`config.mk`:
```
export PLATFORM = sky130hd
export DESIGN_NAME = reorder_buffer_param
export DESIGN_NICKNAME = d
export VERILOG_FILES = /design/src/rtl/reorder_buffer_param.sv
export SDC_FILE = /design/constraint.sdc
export NUM_CORES = 2
export LEC_CHECK = 0
export ABC_AREA = 1
export CELL_PAD_IN_SITES_DETAIL_PLACEMENT = 1
export CELL_PAD_IN_SITES_GLOBAL_PLACEMENT = 2
export CORE_ASPECT_RATIO = 1.75
export CORE_UTILIZATION = 39
export CTS_CLUSTER_DIAMETER = 30
export DETAILED_ROUTE_END_ITERATION = 6
export PLACE_DENSITY_LB_ADDON = 0.25
export SYNTH_ARGS = -nofsm -noshare
export SYNTH_HDL_FRONTEND = slang
export SYNTH_SLANG_ARGS = --single-unit
```
`constraint.sdc`:
```
create_clock -name clk -period 7.77 [get_ports clk]
set_input_delay 1.9425 -clock clk [delete_from_list [all_inputs] [get_ports clk]]
set_output_delay 1.9425 -clock clk [all_outputs]
set_load 0.005 [all_outputs]
```
`src/rtl/reorder_buffer_param.sv`:
```
// Parametrised reorder buffer: in-order allocation, multi-port CDB write-back
// with same-cycle operand bypass, and single in-order commit per cycle that
// drives register file, LSB, misbranch flush and predictor-update pulses.
module reorder_buffer_param #(
  parameter int ROB_DEPTH   = 16,
  parameter int ID_W        = 5,
  parameter int CDB_PORTS   = 2,
  parameter int DATA_W      = 32,
  parameter int ADDR_W      = 32,
  parameter int FULL_MARGIN = 3
) (
  input  logic                      clk,
  input  logic                      rst,
  input  logic                      rdy,
  input  logic                      alloc_valid,
  input  logic                      alloc_is_jump,
  input  logic                      alloc_is_store,
  input  logic                      alloc_is_io,
  input  logic [4:0]                alloc_rd,
  input  logic                      alloc_pred_taken,
  input  logic [ADDR_W-1:0]         alloc_pc,
  output logic [ID_W-1:0]           alloc_rob_id,
  output logic                      full,
  input  logic [ID_W-1:0]           q1_id,
  input  logic [ID_W-1:0]           q2_id,
  output logic                      q1_ready,
  output logic                      q2_ready,
  output logic [DATA_W-1:0]         v1,
  output logic [DATA_W-1:0]         v2,
  input  logic [CDB_PORTS-1:0]      cdb_valid,
  input  logic [CDB_PORTS*ID_W-1:0] cdb_rob_id,
  input  logic [CDB_PORTS*DATA_W-1:0] cdb_value,
  input  logic [CDB_PORTS-1:0]      cdb_taken,
  input  logic [CDB_PORTS*ADDR_W-1:0] cdb_next_pc,
  output logic [ID_W-1:0]           io_rob_id,
  output logic                      commit_valid,
  output logic [4:0]                commit_rd,
  output logic [ID_W-1:0]           commit_rob_id,
  output logic [DATA_W-1:0]         commit_value,
  output logic                      commit_store,
  output logic                      flush_valid,
  output logic [ADDR_W-1:0]         flush_pc,
  output logic                      bp_update_valid,
  output logic                      bp_taken,
  output logic [ADDR_W-1:0]         bp_pc
);

  localparam int IDX_W = $clog2(ROB_DEPTH);

  logic [IDX_W-1:0]     head;
  logic [IDX_W-1:0]     tail;
  logic [ID_W-1:0]      count;
  logic [ROB_DEPTH-1:0] busy;
  logic [ROB_DEPTH-1:0] ready;

  logic                 is_jump    [ROB_DEPTH];
  logic                 is_store   [ROB_DEPTH];
  logic                 is_io      [ROB_DEPTH];
  logic                 pred_taken [ROB_DEPTH];
  logic                 taken      [ROB_DEPTH];
  logic [4:0]           rd         [ROB_DEPTH];
  logic [ADDR_W-1:0]    pc         [ROB_DEPTH];
  logic [ADDR_W-1:0]    next_pc    [ROB_DEPTH];
  logic [DATA_W-1:0]    value      [ROB_DEPTH];

  // Unpacked per-port views of the packed CDB buses
  logic [ID_W-1:0]      cdb_id  [CDB_PORTS];
  logic [IDX_W-1:0]     cdb_idx [CDB_PORTS];
  logic [DATA_W-1:0]    cdb_val [CDB_PORTS];
  logic [ADDR_W-1:0]    cdb_npc [CDB_PORTS];
  logic                 cdb_hit [CDB_PORTS];

  logic alloc_ok;
  logic commit_ok;
  logic mispredict;

  for (genvar gi = 0; gi < CDB_PORTS; gi++) begin : g_cdb
    assign cdb_id[gi]  = cdb_rob_id[gi*ID_W +: ID_W];
    assign cdb_idx[gi] = IDX_W'(cdb_id[gi] - ID_W'(1));
    assign cdb_val[gi] = cdb_value[gi*DATA_W +: DATA_W];
    assign cdb_npc[gi] = cdb_next_pc[gi*ADDR_W +: ADDR_W];
    // Only live entries accept results; id 0 is the "none" id
    assign cdb_hit[gi] = cdb_valid[gi] && (cdb_id[gi] != '0) && busy[cdb_idx[gi]];
  end

  assign alloc_ok     = alloc_valid && (count != ID_W'(ROB_DEPTH));
  // Stores retire without a CDB result; the LSB performs the write afterwards
  assign commit_ok    = busy[head] && (ready[head] || is_store[head]);
  assign mispredict   = commit_ok && (taken[head] != pred_taken[head]);
  assign alloc_rob_id = ID_W'(tail) + ID_W'(1);
  assign full         = (count >= ID_W'(ROB_DEPTH - FULL_MARGIN));
  assign io_rob_id    = (busy[head] && is_io[head]) ? ID_W'(head) + ID_W'(1) : '0;

  // Returns {ready, value} for a producer id, stored value first, then CDB bypass
  function automatic logic [DATA_W:0] lookup(input logic [ID_W-1:0] qid);
    logic [IDX_W-1:0] idx;
    logic [DATA_W:0]  res;
    idx = IDX_W'(qid - ID_W'(1));
    res = '0;
    if (qid != '0) begin
      if (ready[idx]) begin
        res = {1'b1, value[idx]};
      end else begin
        for (int p = 0; p < CDB_PORTS; p++) begin
          if (cdb_valid[p] && (cdb_id[p] == qid)) res = {1'b1, cdb_val[p]};
        end
      end
    end
    return res;
  endfunction

  // Operand readiness/value forwarding for both dispatcher operands
  always_comb begin
    {q1_ready, v1} = lookup(q1_id);
    {q2_ready, v2} = lookup(q2_id);
  end

  // Pointers, status bits and registered commit/flush/predictor pulses
  always_ff @(posedge clk or posedge rst) begin
    if (rst) begin
      head            <= '0;
      tail            <= '0;
      count           <= '0;
      busy            <= '0;
      ready           <= '0;
      commit_valid    <= 1'b0;
      commit_rd       <= '0;
      commit_rob_id   <= '0;
      commit_value    <= '0;
      commit_store    <= 1'b0;
      flush_valid     <= 1'b0;
      flush_pc        <= '0;
      bp_update_valid <= 1'b0;
      bp_taken        <= 1'b0;
      bp_pc           <= '0;
    end else if (!rdy) begin
      commit_valid    <= 1'b0;
      flush_valid     <= 1'b0;
      bp_update_valid <= 1'b0;
    end else begin
      commit_valid    <= commit_ok;
      bp_update_valid <= commit_ok && is_jump[head];
      flush_valid     <= mispredict;
      if (commit_ok) begin
        commit_rd     <= rd[head];
        commit_rob_id <= ID_W'(head) + ID_W'(1);
        commit_value  <= value[head];
        commit_store  <= is_store[head];
        if (is_jump[head]) begin
          bp_taken <= taken[head];
          bp_pc    <= pc[head];
        end
        if (mispredict) flush_pc <= next_pc[head];
      end
      if (mispredict) begin
        // Everything younger than the branch is wrong-path: drop it all,
        // including this cycle's allocation and write-backs
        head  <= '0;
        tail  <= '0;
        count <= '0;
        busy  <= '0;
        ready <= '0;
      end else begin
        if (alloc_ok) begin
          busy[tail]  <= 1'b1;
          ready[tail] <= 1'b0;
          tail        <= tail + IDX_W'(1);
        end
        for (int p = 0; p < CDB_PORTS; p++) begin
          if (cdb_hit[p]) ready[cdb_idx[p]] <= 1'b1;
        end
        if (commit_ok) begin
          busy[head] <= 1'b0;
          head       <= head + IDX_W'(1);
        end
        if (alloc_ok && !commit_ok)      count <= count + ID_W'(1);
        else if (!alloc_ok && commit_ok) count <= count - ID_W'(1);
      end
    end
  end

  // Entry payload: written at allocation and by CDB results (later port wins)
  always_ff @(posedge clk) begin
    if (rdy) begin
      if (alloc_ok) begin
        is_jump[tail]    <= alloc_is_jump;
        is_store[tail]   <= alloc_is_store;
        is_io[tail]      <= alloc_is_io;
        pred_taken[tail] <= alloc_pred_taken;
        taken[tail]      <= 1'b0;
        rd[tail]         <= alloc_rd;
        pc[tail]         <= alloc_pc;
      end
      for (int p = 0; p < CDB_PORTS; p++) begin
        if (cdb_hit[p]) begin
          value[cdb_idx[p]]   <= cdb_val[p];
          taken[cdb_idx[p]]   <= cdb_taken[p];
          next_pc[cdb_idx[p]] <= cdb_npc[p];
        end
      end
    end
  end

endmodule
```
==> results.py <==
metrics = {
    "detailed_routing": {
        "drt-wirelength-per-cell_um": 29.1,
        "first_iter_violations": 7732,
        "num_vias": 87700,
        "drtAntennaViolNets": 0,
        "wl_um": 420000,
        "drc": 0,
        "first_pass_iters": 6,
        "routed_via_density": 6.09,
    },
    "logic_synthesis": {
        "synthMuxAreaShare": 0,
        "synth_top_area_frac": 0.530,
        "yosys.area_share.simple": 0.168,
        "synth_area_mm2": 0.0962,
        "yosys_warnings": 0,
        "synthCells": 10900,
        "synth-compound-area-share": 0.192,
        "ys_top_cells_by_count": "nand2_1, o21ai_0, edfxtp_1, nor2_1, o21ai_1",
        "synth_top_family_by_area": "compound AO/OA/AOI/OAI gates",
        "synthXorXnorAreaFrac": 0.00212,
        "netlist-cell-type-count": 42,
        "synthAdderAreaFrac": 0.00333,
        "syn_area_per_cell_um2": 8.79,
        "synth-seq-cells": 1852,
        "synth_edf_count": 1696,
        "syn_nets": 11200,
        "synth_top_area_cell": "edfxtp_1",
        "ys.flop_type": "edfxtp_1",
        "synth-seq-area-share": 0.570,
        "yosysMostFrequentCell": "nand2_1",
        "ys_top_cells_by_area": "edfxtp_1, nand2_1, o21ai_0",
        "async_flop_share": 0.0842,
    },
    "critical_path": {
        "critPathKind": "in2out",
        "cp-start-kind": "input pin",
        "slowest_stage": "clkdlybuf4s50_1",
        "r2r-start": "head[0]",
        "crit_fanout": 17,
        "path_cells": "clkdlybuf4s50_1 > inv_1 > ha_4 > xnor2_4 > clkinv_2 > nand3_1 > nand3_1 > nand2_2 > inv_2 > buf_12 > o21ai_0 > nor2_1 > clkdlybuf4s50_1",
        "arrival_ns": 5.70,
        "crit-reg2reg-capture": "count[4]",
        "worst-path-buf-inv": 6,
        "max_stage_delay_ns": 0.66,
        "reg2reg_slack_ns": 2.54,
        "crit_cells": 13,
        "crit_family": "buffers and inverters",
        "rr_worst_depth": 19,
        "worstPathRequired_ns": 5.83,
        "critPathCaptureType": "output pin",
    },
    "grt": {
        "antenna_found_initial": 32,
        "grt_pass1_wl_um": 607000,
        "grt_max_degree": 193,
        "overflow": 0,
        "grtUsageTotal": 0.331,
        "grt_pass1_vias": 90800,
    },
    "sta": {
        "timing.final.crit_share": 0.984,
        "slew_headroom": 0.114,
        "clock_skew_ns": 0.0678,
        "timing.final.hold_violations": 0,
        "worst_slack_ns": 0.123,
        "tightest_slew_ns": 1.33,
        "fmax_ghz": 0.131,
        "grt_setup_unrepaired": "false",
        "fin_crit_ns": 7.65,
        "drv_slew": 0,
        "setup_viol": 0,
    },
    "status": {
        "status": "complete, no violations",
    },
    "clock_network": {
        "cts_sinks": 1852,
        "cts_buffer_depth": 4,
        "cts_tree": "done",
        "postCtsSetupRepairBufs": 0,
        "cts_buffers": 337,
        "cts.htree.levels": 5,
        "cts-root-buf": "clkbuf_16",
        "clkTransAtPathRegs_ns": 0.05,
        "insertion_delay_ns": 0.90,
    },
    "floorplanning": {
        "start_util": 0.393,
        "std_cell_rows": 240,
        "die_y_um": 659,
        "die_w_um": 377,
        "num_io_pins": 385,
        "core_area_mm2": 0.245,
        "die_area_mm2": 0.249,
    },
    "layout": {
        "seq_area_mm2": 0.0548,
        "drive_gt1_frac": 0.0798,
        "post-route-util": 0.467,
        "multi_input_comb_area_mm2": 0.0358,
        "nNetsFinal": 11100,
        "n_fill_cell": 27600,
        "syn2layout_area_growth_pct": 18.8,
    },
    "worst_hold_path": {
        "hp-class": "reg2reg",
        "holdPathEnd": "commit_rob_id[2]",
        "hold_path_depth": 2,
        "hold_start": "commit_rob_id[2]",
    },
    "power": {
        "p_comb_frac": 0.271,
        "irDropWorstVdd_mv": 0.320,
        "swShare": 0.350,
        "p_int_w": 0.0239,
        "clkPwrFrac": 0.404,
        "leakagePower_nw": 43.1,
        "power_frac_seq": 0.325,
        "power.switching_w": 0.0129,
        "p_per_area_mw_per_mm2": 322,
    },
    "placed_design": {
        "preCtsSetupSlack_ns": -0.185,
        "hpwlAfterDp_um": 244000,
        "portBuffers": 384,
        "gp_congestion": 0.869,
    },
    "flow_run": {
        "drv_cap": 0,
    },
}
==> tightest hold or removal path: stages (launching register included) <==
cell and delay [ns]:
dfrtp_1 0.34, nand2_1 0.06, nand2_1 0.05
==> area by class of cell <==
| class | instances | area share |
|---|---|---|
| Antenna cell | 19 | 0.000416 |
| Clock buffer | 403 | 0.0787 |
| Clock inverter | 212 | 0.0205 |
| Inverter | 382 | 0.0131 |
| Multi-Input combinational cell | 7655 | 0.313 |
| Sequential cell | 1852 | 0.480 |
| Tap cell | 3267 | 0.0358 |
| Timing Repair Buffer | 623 | 0.0579 |
==> kinds of logic (layout without fill, tap and decap cells) <==
group                      count (synthesis)  after routing
AOI/OAI and AO/OA                       3542           3542
xor gates and xnor gates                  19             19
adders and majority gates                 25             25
buffers and inverters                   1435           1620
DFF                                     1852           1852
other                                      0             19
and+or+nand+nor                         4069           4069
==> metal layers <==
metal  wire length (µm)  GRT usage  up-vias
met5                175          0        -
met4              24600      0.184       28
met3              27700     0.0478     1253
met2             207000      0.575     3763
met1             160000      0.390    44500
li1                   -          -    38200
==> stage by stage <==
stage / setup TNS [ns] / instance area [µm²] / std cells / hold slack [ns] / power, W
after global placement: -1.76 / 103000 / 13800 / 0.462 / 0.0216
after detailed placement: -0.815 / 103000 / 13800 / 0.463 / 0.0219
final: 0 / 114000 / 14400 / 0.475 / 0.0367
after global routing: 0 / 114000 / 14400 / 0.516 / 0.0380
after CTS: 0 / 114000 / 14400 / 0.475 / 0.0368
after floorplan: 0 / 96200 / 10900 / 0.449 / 0.0175
==> layout by cell type (no fill, tap or decap), types with 15 or more instances in the layout <==
cell                n
bufinv_16          35
nand3_1           546
clkinv_1           27
dfrtp_1           154
clkdlybuf4s50_1   382
clkinvlp_4         50
a31oi_1            88
nand2_1          2405
a211oi_1           27
clkbuf_16         343
o22ai_1           364
o21ai_1           682
inv_6              28
clkbuf_1           42
clkinv_2           43
clkinv_4           26
edfxtp_1         1696
o21ai_0          1784
clkbuf_8           19
nor2_4             22
a21oi_1           530
nor2_1           1002
o211ai_1           42
inv_1             362
a21oi_4            15
nand2_4            15
buf_4             160
ha_1               22
buf_12             77
nand4_1            58
diode_2            19
==> sequential cells by signal, summed over array words and instances (netlist names), 32 cells and up <==
signal,cells
value,512
rd,80
next_pc,512
bp_pc,32
commit_value,32
pc,512
flush_pc,32
==> what timing repair did <==
action | in CTS | in global routing
hold buffers | 0 | 0
gates resized for setup | 2 | 1
endpoints found under the setup margin | 18 | 1
==> worst max-delay path by stage <==
| stage | start | end | slack, ns |
|---|---|---|---|
| final | q2_id[1] | v2[27] | 0.12 |
| after global routing | q2_id[1] | v2[27] | 0.008 |
| after CTS | q2_id[1] | v2[21] | 0.09 |
| after detailed placement | q2_id[1] | v2[21] | -0.18 |
| after global placement | q2_id[1] | v2[21] | -0.23 |
| after floorplan | cdb_rob_id[5] | next_pc[0][0] | 0.61 |
==> power groups by stage <==
stage | clock (W) | sequential [W] | combinational, W
after floorplan | 0 | 0.0119 | 0.00554
after CTS | 0.0150 | 0.0119 | 0.00987
final | 0.0149 | 0.0119 | 0.00996
after global routing | 0.0154 | 0.0120 | 0.0107
after global placement | 0 | 0.0121 | 0.00951
after detailed placement | 0 | 0.0121 | 0.00979
Note: power is estimated with default switching activity, not from simulation.
